[config.mk]
export PLATFORM = sky130hd
export DESIGN_NAME = hart_mailbox
export DESIGN_NICKNAME = d
export VERILOG_FILES = /design/src/rtl/hart_mailbox.sv
export SDC_FILE = /design/constraint.sdc
export NUM_CORES = 1
export LEC_CHECK = 0
export BUFFER_PORTS_ARGS = -buffer_cell sky130_fd_sc_hd__buf_4
export CAP_MARGIN = 5
export CORE_MARGIN = 5
export CORE_UTILIZATION = 45
export CTS_BUF_LIST = sky130_fd_sc_hd__clkbuf_4 sky130_fd_sc_hd__clkbuf_8 sky130_fd_sc_hd__clkbuf_16
export DETAILED_ROUTE_END_ITERATION = 12
export PLACE_DENSITY = 0.66
export REMOVE_ABC_BUFFERS = 1
export SLEW_MARGIN = 40
export SYNTH_ARGS = -nofsm -noshare
export SYNTH_HDL_FRONTEND = slang
export SYNTH_SLANG_ARGS = --single-unit
[constraint.sdc]
create_clock -name clk_i -period 16.7 [get_ports clk_i]
set_input_delay 1.67 -clock clk_i [delete_from_list [all_inputs] [get_ports clk_i]]
set_output_delay 1.67 -clock clk_i [all_outputs]
set_load 0.01 [all_outputs]
[src/rtl/hart_mailbox.sv]
// rtl/hart_mailbox.sv - inter-hart mailbox: one receive FIFO per hart, round-robin SEND arbitration
//
// Purpose: a hart pushes a 32-bit word into any hart's FIFO with a SEND store.
// It pops its own FIFO with a RECV load. A hart that loses SEND arbitration, or
// that targets a full FIFO, is stalled combinationally and retries.
//
// Ports:
//   clk_i           core clock
//   rst_ni          asynchronous active-low reset
//   re_packed_i     per-hart read request (window-qualified)
//   we_packed_i     per-hart write request (window-qualified)
//   addr_packed_i   per-hart byte offset, ADDRW bits per hart
//   wdata_packed_i  per-hart store data, 32 bits per hart
//   rdata_packed_o  per-hart registered read data, 32 bits per hart
//   stall_packed_o  per-hart combinational stall
module hart_mailbox #(
    parameter int NCORES = 3,
    parameter int DEPTH  = 8,
    parameter int ADDRW  = 9
) (
    input  logic                      clk_i,
    input  logic                      rst_ni,
    input  logic [NCORES-1:0]         re_packed_i,
    input  logic [NCORES-1:0]         we_packed_i,
    input  logic [ADDRW*NCORES-1:0]   addr_packed_i,
    input  logic [32*NCORES-1:0]      wdata_packed_i,
    output logic [32*NCORES-1:0]      rdata_packed_o,
    output logic [NCORES-1:0]         stall_packed_o
);

    localparam int PW = $clog2(DEPTH);
    localparam int CW = PW + 1;
    localparam int LW = (NCORES > 1) ? $clog2(NCORES) : 1;

    localparam logic [ADDRW-1:0] OFF_RECV   = '0;
    localparam logic [ADDRW-1:0] OFF_STATUS = ADDRW'(4);
    localparam logic [ADDRW-1:0] SEND_LO    = ADDRW'(256);
    localparam logic [ADDRW-1:0] SEND_HI    = ADDRW'(256 + 4 * NCORES);

    // FIFO state
    logic [PW-1:0]         r_head  [NCORES];
    logic [PW-1:0]         r_tail  [NCORES];
    logic [CW-1:0]         r_count [NCORES];
    logic [LW-1:0]         r_last  [NCORES];
    logic [31:0]           r_mem   [NCORES][DEPTH];
    logic [32*NCORES-1:0]  r_rdata;

    // Per-hart request decode
    logic [ADDRW-1:0]      w_off       [NCORES];
    logic [LW-1:0]         w_dest      [NCORES];
    logic [NCORES-1:0]     w_is_recv;
    logic [NCORES-1:0]     w_is_status;
    logic [NCORES-1:0]     w_is_send;
    logic [NCORES-1:0]     w_pop;
    logic [NCORES-1:0]     w_won;

    // Per-destination arbitration
    logic [NCORES-1:0]     w_req       [NCORES];
    logic [NCORES-1:0]     w_gnt_vld;
    logic [LW-1:0]         w_gnt_idx   [NCORES];
    logic [NCORES-1:0]     w_push;
    logic [31:0]           w_push_data [NCORES];

    always_comb begin
        for (int h = 0; h < NCORES; h++) begin
            w_off[h]       = addr_packed_i[ADDRW*h +: ADDRW];
            w_is_recv[h]   = (w_off[h] == OFF_RECV);
            w_is_status[h] = (w_off[h] == OFF_STATUS);
            // SEND window only covers destinations that exist; anything past is silently dropped
            w_is_send[h]   = (w_off[h] >= SEND_LO) && (w_off[h] < SEND_HI) && (w_off[h][1:0] == 2'b00);
            w_dest[h]      = LW'(w_off[h][7:2]);
            w_pop[h]       = re_packed_i[h] & w_is_recv[h] & (r_count[h] != '0);
        end
    end

    always_comb begin
        int idx;
        idx = 0;
        for (int d = 0; d < NCORES; d++) begin
            for (int h = 0; h < NCORES; h++) begin
                w_req[d][h] = we_packed_i[h] & w_is_send[h] & (w_dest[h] == LW'(d));
            end

            // Scan cyclically starting just after the last hart granted to this destination
            w_gnt_vld[d] = 1'b0;
            w_gnt_idx[d] = '0;
            for (int k = 1; k <= NCORES; k++) begin
                idx = int'(r_last[d]) + k;
                if (idx >= NCORES) begin
                    idx = idx - NCORES;
                end
                if (!w_gnt_vld[d] && w_req[d][idx]) begin
                    w_gnt_vld[d] = 1'b1;
                    w_gnt_idx[d] = LW'(idx);
                end
            end

            // Eligibility uses the count at cycle start; a concurrent pop does not free a slot
            w_push[d] = w_gnt_vld[d] & (r_count[d] < CW'(DEPTH));

            w_push_data[d] = '0;
            for (int h = 0; h < NCORES; h++) begin
                if (w_gnt_idx[d] == LW'(h)) begin
                    w_push_data[d] = wdata_packed_i[32*h +: 32];
                end
            end
        end

        for (int h = 0; h < NCORES; h++) begin
            w_won[h] = 1'b0;
            for (int d = 0; d < NCORES; d++) begin
                if (w_push[d] && (w_gnt_idx[d] == LW'(h))) begin
                    w_won[h] = 1'b1;
                end
            end
        end
    end

    // Gated by rst_ni so stall drops immediately when reset asserts
    assign stall_packed_o = {NCORES{rst_ni}} & we_packed_i & w_is_send & ~w_won;
    assign rdata_packed_o = r_rdata;

    always_ff @(posedge clk_i or negedge rst_ni) begin
        if (!rst_ni) begin
            for (int d = 0; d < NCORES; d++) begin
                r_head[d]  <= '0;
                r_tail[d]  <= '0;
                r_count[d] <= '0;
                r_last[d]  <= LW'(NCORES - 1);
            end
            r_rdata <= '0;
        end else begin
            for (int d = 0; d < NCORES; d++) begin
                if (w_push[d]) begin
                    r_tail[d] <= r_tail[d] + PW'(1);
                    r_last[d] <= w_gnt_idx[d];
                end
                if (w_pop[d]) begin
                    r_head[d] <= r_head[d] + PW'(1);
                end
                if (w_push[d] && !w_pop[d]) begin
                    r_count[d] <= r_count[d] + CW'(1);
                end else if (!w_push[d] && w_pop[d]) begin
                    r_count[d] <= r_count[d] - CW'(1);
                end
            end

            for (int h = 0; h < NCORES; h++) begin
                if (re_packed_i[h]) begin
                    if (w_is_recv[h]) begin
                        r_rdata[32*h +: 32] <= w_pop[h] ? r_mem[h][r_head[h]] : 32'h0;
                    end else if (w_is_status[h]) begin
                        r_rdata[32*h +: 32] <= {16'h0, 8'(r_count[h]), 7'h0, (r_count[h] != '0)};
                    end else begin
                        r_rdata[32*h +: 32] <= 32'h0;
                    end
                end
            end
        end
    end

    // FIFO storage is intentionally not reset
    always_ff @(posedge clk_i) begin
        for (int d = 0; d < NCORES; d++) begin
            if (w_push[d]) begin
                r_mem[d][r_tail[d]] <= w_push_data[d];
            end
        end
    end

endmodule

==> flow_metrics.env <==
export IMPL_max_freq_mhz=156
export IMPL_fillers=6395
export IMPL_finalWirelength_um=95500
export IMPL_avgRoutedWirePerCell_um=27.9
export IMPL_finalCritPeriodShare_pct=38.4
export IMPL_path_delay_family="simple AND/OR/NAND/NOR gates"
export IMPL_vias=20600
export IMPL_critPathKind="primary input to primary output"
export IMPL_fin_tns_setup_ns=0
export IMPL_synth_seq_cells=900
export IMPL_path_buf_inv=3
export IMPL_coreArea_um2=81700
export IMPL_viasPerCell=5.99
export IMPL_syn_mean_instance_area_um2=18.4
export IMPL_p_comb_share_pct=3.6
export IMPL_grt_pass1_wl_um=138000
export IMPL_fin_skew_ns=0.0339
export IMPL_synth_edff_count=768
export IMPL_r2r_start="r_last[2]"
export IMPL_status="finished clean"
export IMPL_die_height_um=297
export IMPL_multi_input_area_um2=9990
export IMPL_hp_class="flip-flop to flip-flop"
export IMPL_ys_warn_count=0
export IMPL_grt_max_degree=72
export IMPL_crit_chain="buf_4 -> or4_1 -> or3_1 -> a211oi_1 -> nor3_2 -> buf_4 -> and2_1 -> a2111oi_0 -> buf_4"
export IMPL_place_hpwl_um=60600
export IMPL_cts_resized=0
export IMPL_finalHoldViolCount=0
export IMPL_p_leak_nw=14.9
export IMPL_crit_slowest_cell="or4_1"
export IMPL_cts_sinks=900
export IMPL_min_from="rdata_packed_o[72]"
export IMPL_clk_pin_slew_worst_paths_ns=0.06
export IMPL_cts_inserted_buffers=92
export IMPL_num_rows=105
export IMPL_setup_viol_count_final=0
export IMPL_synth_top_family_by_area="multiplexers"
export IMPL_muxShareOfSynthArea_pct=14.7
export IMPL_place_inst=3253
export IMPL_synth_ff_type="edfxtp_1"
export IMPL_grt_use_total_pct=21.5
export IMPL_root_buffer="clkbuf_16"
export IMPL_overflow=0
export IMPL_ff_latch_area_um2=26400
export IMPL_cts_buffer_depth=3
export IMPL_p_int_mw=3.75
export IMPL_initial_core_util_pct=45.2
export IMPL_fin_cells=3429
export IMPL_arrival_ns=4.74
export IMPL_initialDrtViolationCount=1868
export IMPL_cap_violations=0
export IMPL_synth_compound_area_share_pct=6.15
export IMPL_yosys_area_share_xor_xnor_pct=0.569
export IMPL_min_period_ns=6.41
export IMPL_slowest_delay_ns=0.68
export IMPL_gp_congestion=0.835
export IMPL_port_buffers=229
export IMPL_drv_slew=0
export IMPL_synthArstFlopShare_pct=14.7
export IMPL_cts_tree="yes"
export IMPL_area_delta_synth_final_pct=17.8
export IMPL_nets=2435
export IMPL_drtPass1Iterations=5
export IMPL_yosysUniqueCellTypes=72
export IMPL_cts_hold_buffers=0
export IMPL_pin_count=230
export IMPL_worst_slew_pin_transition_ns=0.743
export IMPL_htreeDepth=3
export IMPL_swShare_pct=20.6
export IMPL_critPathCaptureType="primary output"
export IMPL_cts_setup_buffers=0
export IMPL_cp_start_kind="primary input"
export IMPL_p_switching_mw=0.975
export IMPL_slew_headroom_pct=49.2
export IMPL_rsz0062_at_grt="false"
export IMPL_startpoint="addr_packed_i[4]"
export IMPL_syn_cell_area_um2=37000
export IMPL_dieArea_um2=88000
export IMPL_drc_errors=0
export IMPL_synth_cells=2010
export IMPL_clk_latency_ns=0.65
export IMPL_clockPowerShare_pct=44.4
export IMPL_antenna_left=0
export IMPL_antenna_found_initial=2
export IMPL_synth_adder_area_share_pct=1.00
export IMPL_crit_fanout=33
export IMPL_synthSimpleGateAreaFrac_pct=4.03
export IMPL_drive_gt1_share_pct=29.7
export IMPL_p_seq_share_pct=52.0
export IMPL_ys_seq_area_share_pct=71.3
export IMPL_grt_pass1_vias=20900
export IMPL_power_density_nw_per_um2=109
export IMPL_crit_top_cell="buf_4"
export IMPL_fp_dieW_um=297
export IMPL_irDropWorstVdd_mv=0.0807
export IMPL_required_ns=15.03
-- cells in the mapped netlist (11+ instances only) --
master | number | area (um2)
a211o_1 | 23 | 201
a21o_1 | 40 | 300
a21oi_1 | 19 | 95.1
a221o_1 | 43 | 430
a22o_1 | 33 | 289
and2_1 | 58 | 363
and3_1 | 36 | 225
buf_1 | 19 | 71.3
buf_2 | 12 | 60.1
clkbuf_1 | 79 | 297
dfrtp_1 | 129 | 3230
edfxtp_1 | 768 | 23100
ha_1 | 24 | 300
inv_1 | 104 | 390
mux2_2 | 12 | 135
mux2i_1 | 95 | 951
mux4_2 | 192 | 4320
nand2_1 | 22 | 82.6
nand3_1 | 11 | 55.1
nand4_1 | 15 | 93.8
nor2_1 | 34 | 128
nor3_1 | 13 | 65.1
nor4_1 | 11 | 68.8
o22ai_1 | 81 | 507
xnor2_1 | 17 | 149
-- placed cells by master, fill, tap and decap left out, types with 5 or more instances in the layout --
| master | netlist | final |
|---|---|---|
| a221o_1 | 43 | 43 |
| a22o_1 | 33 | 33 |
| a21o_1 | 40 | 40 |
| dfrtp_4 | 0 | 5 |
| a211o_1 | 23 | 23 |
| o221ai_1 | 5 | 5 |
| clkinv_1 | 0 | 13 |
| clkbuf_4 | 0 | 26 |
| mux2_2 | 12 | 12 |
| clkbuf_8 | 0 | 11 |
| bufinv_16 | 0 | 7 |
| nand2_1 | 22 | 22 |
| o22ai_1 | 81 | 81 |
| xnor2_1 | 17 | 17 |
| ha_1 | 24 | 24 |
| nand4_1 | 15 | 15 |
| mux4_2 | 192 | 192 |
| and3_1 | 36 | 36 |
| edfxtp_1 | 768 | 768 |
| nor3_2 | 0 | 5 |
| o21ai_0 | 8 | 8 |
| buf_6 | 0 | 5 |
| buf_4 | 0 | 267 |
| mux2i_1 | 95 | 95 |
| nor2_1 | 34 | 26 |
| xor2_1 | 7 | 7 |
| buf_8 | 0 | 7 |
| clkinv_2 | 0 | 11 |
| nand3_1 | 11 | 11 |
| inv_1 | 104 | 104 |
| nor4_1 | 11 | 9 |
| and2_1 | 58 | 58 |
| a21oi_1 | 19 | 17 |
| dfrtp_1 | 129 | 120 |
| nor2_4 | 0 | 5 |
| and4b_1 | 6 | 6 |
| clkbuf_16 | 0 | 94 |
| nor2b_1 | 5 | 5 |
| nor3_1 | 13 | 8 |
-- state kept, by name (all words and copies together), names as in the netlist --
register,count
r_mem,768
rdata_packed_o,96
r_count,12
r_head,9
r_tail,9
r_last,6
-- path summary, 6_finish.rpt --
check	end	slack, ns	cells after the start
worst min register to register	rdata_packed_o[72]	0.49	1
worst min-delay path	rdata_packed_o[72]	0.49	1
max in group asynchronous	rdata_packed_o[44]	14.42	2
worst max-delay path	stall_packed_o[2]	10.29	9
min in group asynchronous	rdata_packed_o[78]	1.06	1
worst max register to register	r_count[7]	12.86	14
-- metal layers --
| layer | up-vias | part of all wire (%) | global-route usage, % |
|---|---|---|---|
| met4 | 0 | 3.3 | 7.44 |
| li1 | 8734 | - | - |
| met5 | - | 0 | 0 |
| met1 | 10800 | 39 | 28.5 |
| met3 | 179 | 7.0 | 3.74 |
| met2 | 893 | 50 | 36.3 |
-- through the flow --
step	setup slack, ns	cell area (um2)	total power, mW	utilization [%]	hold slack, ns
finish	10.29	43600	4.73	53.3	0.488
global route	10.32	43600	4.88	53.3	0.525
CTS	10.37	43500	4.77	53.3	0.498
detailed placement	10.36	40400	2.68	49.4	0.482
global placement	9.98	40100	2.67	49.1	0.481
floorplan	9.32	36500	2.58	-	0.497
-- final cells by class --
class	instances	area share [%]
Clock buffer	130	6.16
Clock inverter	44	1.10
Sequential cell	900	60.6
Multi-Input combinational cell	895	22.9
Timing Repair Buffer	284	5.22
Inverter	104	0.896
Tap cell	1070	3.07
Antenna cell	2	0.0115
-- power by group through the flow --
stage / sequential (mW) / clock (mW) / combinational [mW]
global placement: 2.51 / 0 / 0.163
CTS: 2.46 / 2.14 / 0.171
finish: 2.46 / 2.10 / 0.170
global route: 2.46 / 2.24 / 0.182
floorplan: 2.51 / 0 / 0.0712
detailed placement: 2.51 / 0 / 0.170
-- cells by family (layout without fill, tap and decap cells) --
| group | after synthesis | count (layout) |
|---|---|---|
| xor gates and xnor gates | 24 | 24 |
| AOI/OAI and AO/OA | 293 | 293 |
| and+or+nand+nor | 250 | 250 |
| muxes | 300 | 300 |
| DFF | 900 | 900 |
| adders and majority gates | 28 | 28 |
| other | 0 | 2 |
| buffers and inverters | 215 | 562 |
Note: power is estimated with default switching activity, not from simulation.
